==> config.mk <==
export PLATFORM = sky130hd
export DESIGN_NAME = reg_file_sb
export DESIGN_NICKNAME = d
export VERILOG_FILES = /design/src/rtl/reg_file_sb.sv
export SDC_FILE = /design/constraint.sdc
export NUM_CORES = 1
export LEC_CHECK = 0
export ABC_CLOCK_PERIOD_IN_PS = 2900
export CORE_UTILIZATION = 40
export CTS_CLUSTER_SIZE = 24
export DETAILED_ROUTE_END_ITERATION = 16
export SKIP_LAST_GASP = 1
export SLEW_MARGIN = 40
export SYNTH_ARGS = -nofsm -noshare
export SYNTH_HDL_FRONTEND = slang
export SYNTH_SLANG_ARGS = --single-unit
==> constraint.sdc <==
create_clock -name clk -period 2.9 [get_ports clk]
set_input_delay 0.87 -clock clk [delete_from_list [all_inputs] [get_ports clk]]
set_output_delay 0.87 -clock clk [all_outputs]
set_load 0.05 [all_outputs]
==> src/rtl/reg_file_sb.sv <==
`default_nettype none
// ============================================================================
// Module      : reg_file_sb
// Description : Parametrised register file with NUM_RD combinational read
//               ports, an ALU write port and a load-writeback write port,
//               optional write-to-read bypass, optional hardwired-zero
//               register 0 and a per-register busy scoreboard that tracks
//               outstanding loads and raises sticky hazard errors.
// Ports       : clk, reset           - clock, synchronous active-high reset
//               read_addr/read_val   - packed read ports (port i at slice i)
//               read_busy            - busy bit of each read port's register
//               wr_en/write_addr/val - ALU write port
//               ld_wr_en/ld_write_*  - load writeback port, clears busy
//               ld_issue_en/addr     - load issue, sets busy
//               busy_vec             - registered busy bits
//               err                  - sticky errors {wb-not-busy, issue-busy}
// Revision    : 1.0 - initial release
// ============================================================================
module reg_file_sb #(
    parameter int WIDTH    = 8,
    parameter int DEPTH    = 8,
    parameter int NUM_RD   = 2,
    parameter int BYPASS   = 1,
    parameter int ZERO_REG = 0,
    localparam int AW      = $clog2(DEPTH)
) (
    input  logic                    clk,
    input  logic                    reset,
    input  logic [NUM_RD*AW-1:0]    read_addr,
    output logic [NUM_RD*WIDTH-1:0] read_val,
    output logic [NUM_RD-1:0]       read_busy,
    input  logic                    wr_en,
    input  logic [AW-1:0]           write_addr,
    input  logic [WIDTH-1:0]        write_val,
    input  logic                    ld_wr_en,
    input  logic [AW-1:0]           ld_write_addr,
    input  logic [WIDTH-1:0]        ld_write_val,
    input  logic                    ld_issue_en,
    input  logic [AW-1:0]           ld_issue_addr,
    output logic [DEPTH-1:0]        busy_vec,
    output logic [1:0]              err
);

    localparam logic [AW-1:0] c_ZERO_ADDR = '0;

    logic [WIDTH-1:0] r_mem [DEPTH];
    logic [DEPTH-1:0] r_busy;
    logic [1:0]       r_err;

    // Qualified enables: with a hardwired-zero register every operation that
    // targets address 0 is dropped before it reaches storage or scoreboard.
    logic w_wr_ok;
    logic w_ld_ok;
    logic w_iss_ok;

    assign w_wr_ok  = wr_en       && !((ZERO_REG != 0) && (write_addr    == c_ZERO_ADDR));
    assign w_ld_ok  = ld_wr_en    && !((ZERO_REG != 0) && (ld_write_addr == c_ZERO_ADDR));
    assign w_iss_ok = ld_issue_en && !((ZERO_REG != 0) && (ld_issue_addr == c_ZERO_ADDR));

    always_ff @(posedge clk) begin
        if (reset) begin
            for (int i = 0; i < DEPTH; i++) begin
                r_mem[i] <= '0;
            end
            r_busy <= '0;
            r_err  <= '0;
        end else begin
            // The ALU write is issued last so it wins a same-address
            // collision: it belongs to the younger instruction.
            if (w_ld_ok) begin
                r_mem[ld_write_addr] <= ld_write_val;
            end
            if (w_wr_ok) begin
                r_mem[write_addr] <= write_val;
            end

            // Issue is ordered after writeback so a same-register
            // issue+writeback leaves the new load outstanding.
            if (w_ld_ok) begin
                r_busy[ld_write_addr] <= 1'b0;
            end
            if (w_iss_ok) begin
                r_busy[ld_issue_addr] <= 1'b1;
            end

            // Hazards are judged against the busy state before this edge.
            if (w_iss_ok && r_busy[ld_issue_addr]) begin
                r_err[0] <= 1'b1;
            end
            if (w_ld_ok && !r_busy[ld_write_addr]) begin
                r_err[1] <= 1'b1;
            end
        end
    end

    assign busy_vec = r_busy;
    assign err      = r_err;

    generate
        for (genvar g = 0; g < NUM_RD; g++) begin : g_rd
            logic [AW-1:0]    w_ra;
            logic [WIDTH-1:0] w_val;

            assign w_ra = read_addr[g*AW +: AW];

            always_comb begin
                w_val = r_mem[w_ra];
                // Forwarding uses the same ALU-over-load priority as storage,
                // and is held off during reset so reads show stored state.
                if ((BYPASS != 0) && !reset) begin
                    if (w_ld_ok && (ld_write_addr == w_ra)) begin
                        w_val = ld_write_val;
                    end
                    if (w_wr_ok && (write_addr == w_ra)) begin
                        w_val = write_val;
                    end
                end
                if ((ZERO_REG != 0) && (w_ra == c_ZERO_ADDR)) begin
                    w_val = '0;
                end
            end

            assign read_val[g*WIDTH +: WIDTH] = w_val;
            assign read_busy[g]               = r_busy[w_ra];
        end
    endgenerate

endmodule
`default_nettype wire

==> results.env <==
FIRST_PASS_ITERS=5
YOSYSTOPAREACELL='edfxtp_1'
ANTENNA_FOUND_INITIAL=0
CLK_TRANSITION_REPORTED_PATHS_NS=0.06
FRACTION_OF_FINAL_LAYOUT_CELLS_WITH_DRIVE_STRENGTH_GREATER_THAN_1_PCT=48.73
TOTAL_NETS_FINAL=542
POWER-PER-CELL-AREA_nW_PER_UM2=479.4
POST-LAYOUT-TOTAL-POWER_mW=3.676
FIRST_GLOBAL_VIAS=4067
MAX_CLOCK_FREQ_GHz=0.3172
CORE_REGION_AREA_UM2=12110
SYN_NETS=421
WIRE_LENGTH_OF_THE_FIRST_GLOBAL_ROUTING_PASS_MM=24.57
CRIT_PATH_MAX_FANOUT=8
ROUTED-VIA-COUNT=4119
WORST-SLEW-PIN-TRANSITION_NS=0.6429
POSTSYNTH.ASYNCRESETSHARE_PCT=0
FIN_SETUP_TNS_NS=-3.901
HIGHEST_COUNT_CELLS_IN_THE_LAYOUT_IGNORING_FILL_AND_TAPS='a22o_1, edfxtp_1, buf_4'
FIN_WS_NS=-0.2524
YOSYS.AREA.TOP_TYPE_SHARE_PCT=38.22
POST_SYNTH_INST_COUNT=385
HOLDCRITPATHCLASS='reg -> reg'
HOLDPATHSTAGES=2
FAILED_CHECKS='setup timing'
REG2REGPATHDEPTH=4
CLOCK_LATENCY_NS=0.34
FINALNONFILLERCELLS=679
NUMCTSBUFFERS=9
IR_DROP_V=0.0003578
TIMING.HOLD.WORST.START='err[0]$_SDFFE_PP0P_'
MAX_SLEW_MARGIN_PCT=56.91
INITIAL_UTILIZATION_PCT=41.52
SYN_AVG_CELL_AREA_UM2=13.06
CTS_HTREE_LEVELS=3
CRITPATHARRIVALTIME_NS=2.28
CLOCK_TREE.ROOT_CELL='clkbuf_16'
FINAL.PERIOD_UTILIZATION_PCT=108.7
FINAL_ANTENNA_NET_COUNT=0
TIMING.MAX_CAP.VIOLATIONS=0
STARTPOINT_TYPES='input port'
CRITICAL-PATH-SLOWEST-CELL='a21o_4'
CRITICAL_PATH_REQUIRED_NS=2.03
YOSYSSEQAREASHARE_PCT=42.20
DETAILEDROUTE.FIRSTITERATIONVIOLATIONS=438
DIE_W_UM=114.1
FINISH.UTILIZATION_PCT=63.32
TIMING.CRITICAL_PATH.CELLS='buf_12, buf_12, xnor2_2, nand4_1, buf_6, a21o_4, a2bb2oi_4, buf_12'
TIMING_MAX_TRANSITION_VIOLATIONS_FINAL=0
INSERTEDDIODECOUNT=0
STATIC-LEAKAGE-POWER_nW=2.747
DP_HPWL_MM=11.65
SETUP_VIOL=18
DIEHEIGHT_UM=114.1
POST_SYNTH_NUM_CELL_TYPES=30
PREVAILING_POST_SYNTH_REGISTER_CELL='edfxtp_1'
DIEAREA_UM2=13020
AREA_GROWTH_PCT=52.50
CLK_PATH_BUF_DEPTH=2
PATH_DEPTH=8
STATUS='finished with violations'
GLOBAL_ROUTE.USAGE.TOTAL_PCT=25.64
TIMING.FINAL.CRIT_PERIOD_NS=3.152
TIMING.CRITICAL_PATH.BUF_INV=4
WORST_PATH_MOST_REPEATED_CELL='buf_12'
TIMING.FINAL.HOLD_VIOLATIONS=0
GLOBALROUTEOVERFLOWTOTAL=0
SYNTHTOPCELLSBYAREA='edfxtp_1, mux4_2, a22o_1, mux2_2, dfxtp_1'
REGISTER_BIT_TOTAL_FROM_SYNTHESIS=74
CTS_TREE='done'
ROUTED_WL_MM=15.71
YS.WARNINGS.COUNT=0
CRITPATHKIND='in -> out'
CRIT_PATH_MAX_CELL_DELAY_NS=0.30
PLACEMENTROWS=40
GRT_SETUP_UNREPAIRED='true'
NUMBER_OF_SYNTHESIZED_FLOPS_WITH_AN_ENABLE_PIN=64
WIRE_PER_INST_UM=23.13
CRITPATHTOPFAMILY='buffers and inverters'
RESIDUAL_DRC=0
WORST_R2R_STARTPOINT='busy_vec[1]$_SDFF_PP0_'
FINCLKSKEW_NS=0.001148
PLACED_CELLS=642
GRT_START_MAX_NET_PINS=25
POST_SYNTHESIS_INSTANCE_AREA_UM2=5029
BOUNDARYPINS=64
PORT_BUFFERS=63
SETUP.REG_TO_REG.WORST_SLACK_NS=1.47
HOLDBUFCOUNTCTS=0
CRITICAL_PATH.ENDPOINT_TYPE='output pin'
GLOBALPLACE.CONGESTION=0.9356
VIAS_PER_CELL=6.066
RR_ENDPOINT='err[0]$_SDFFE_PP0P_'
CLOCK_SINK_COUNT=74
HOLD-PATH-ENDPOINT='err[0]$_SDFFE_PP0P_'
## cells in the mapped netlist, types with 2 or more instances
library cell	number
mux2i_1	17
a2bb2oi_1	16
edfxtp_1	64
a21oi_1	3
buf_4	6
nor2_2	3
a22o_1	64
nand2_1	13
nor3_2	6
nor2_4	3
a21o_1	2
clkbuf_1	4
xnor2_1	12
nand2b_1	2
nor3_1	3
a32oi_1	4
mux4_2	40
dfxtp_1	10
nor2_1	19
nand3_1	4
nor2b_1	14
buf_1	17
buf_2	11
a22oi_1	3
nand4_1	22
mux2_2	19
## sequential cells by signal (all words and copies together), names as in the netlist
register  cells
busy_vec      8
r_mem        64
err           2
## worst reg2reg max path, stage by stage, from the launching register on
cell,delay (ns)
dfxtp_1,0.37
mux4_2,0.47
mux2_2,0.27
a21oi_1,0.15
nor2_1,0.05
## logic make-up after synthesis
kind of cell | count (synthesis) | synth area share (%)
xor+xnor | 12 | 2.090
simple gates | 92 | 10.70
compound gates | 92 | 15.68
buf+inv | 39 | 3.782
flops | 74 | 42.20
mux | 76 | 25.55
## worst max-delay path by stage
stage	from	to	slack (ns)
2_1_floorplan	read_addr[3]	read_val[10]	-0.17
3_3_place_gp	read_addr[1]	read_val[3]	-0.67
3_5_place_dp	read_addr[1]	read_val[2]	-0.73
4_1_cts	read_addr[3]	read_val[11]	-0.24
5_1_grt	read_addr[3]	read_val[12]	-0.30
6_report	read_addr[3]	read_val[12]	-0.25
## final cells by class
cell class	instances	area (µm²)
fillers	932	4443
multi-input cells	275	3391
flip-flops and latches	74	2122
repair buffers	146	1628
clock buffers	9	225.2
well taps	168	210.2
clock inverters	7	92.59
## metrics by stage
stage               area (µm²)  hold WS, ns  worst slack (ns)
floorplan                 5431       0.7047           -0.1730
global placement          6810       0.4512           -0.6706
detailed placement        6815       0.4669           -0.7349
CTS                       7646       0.4826           -0.2385
global route              7669       0.5011           -0.2989
finish                    7669       0.4759           -0.2524
## report_power, final
group          total [mW]  switching [mW]  leakage (nW)  internal (mW)
clock                1.19           0.435         0.151          0.751
combinational        1.21           0.591          1.89          0.614
sequential           1.28          0.0454         0.705           1.24
total                3.68            1.07          2.75           2.60
## timing repair
item	CTS	global route
pin swaps	32	7
cloned	7	0
buffers inserted	11	4
hold endpoints to repair	0	0
resized for setup	135	4
endpoints found under the setup margin	18	18
## layer usage
layer  up-vias  GRT usage, %  part of all wire, %
li1       1846             -                    -
met1      2072         37.14                   44
met2       189         41.33                   48
met3        12         2.541                  6.9
met4         0         6.926                  1.2
met5         -             0                    0
No activity file was read; power rests on OpenSTA's default activity.
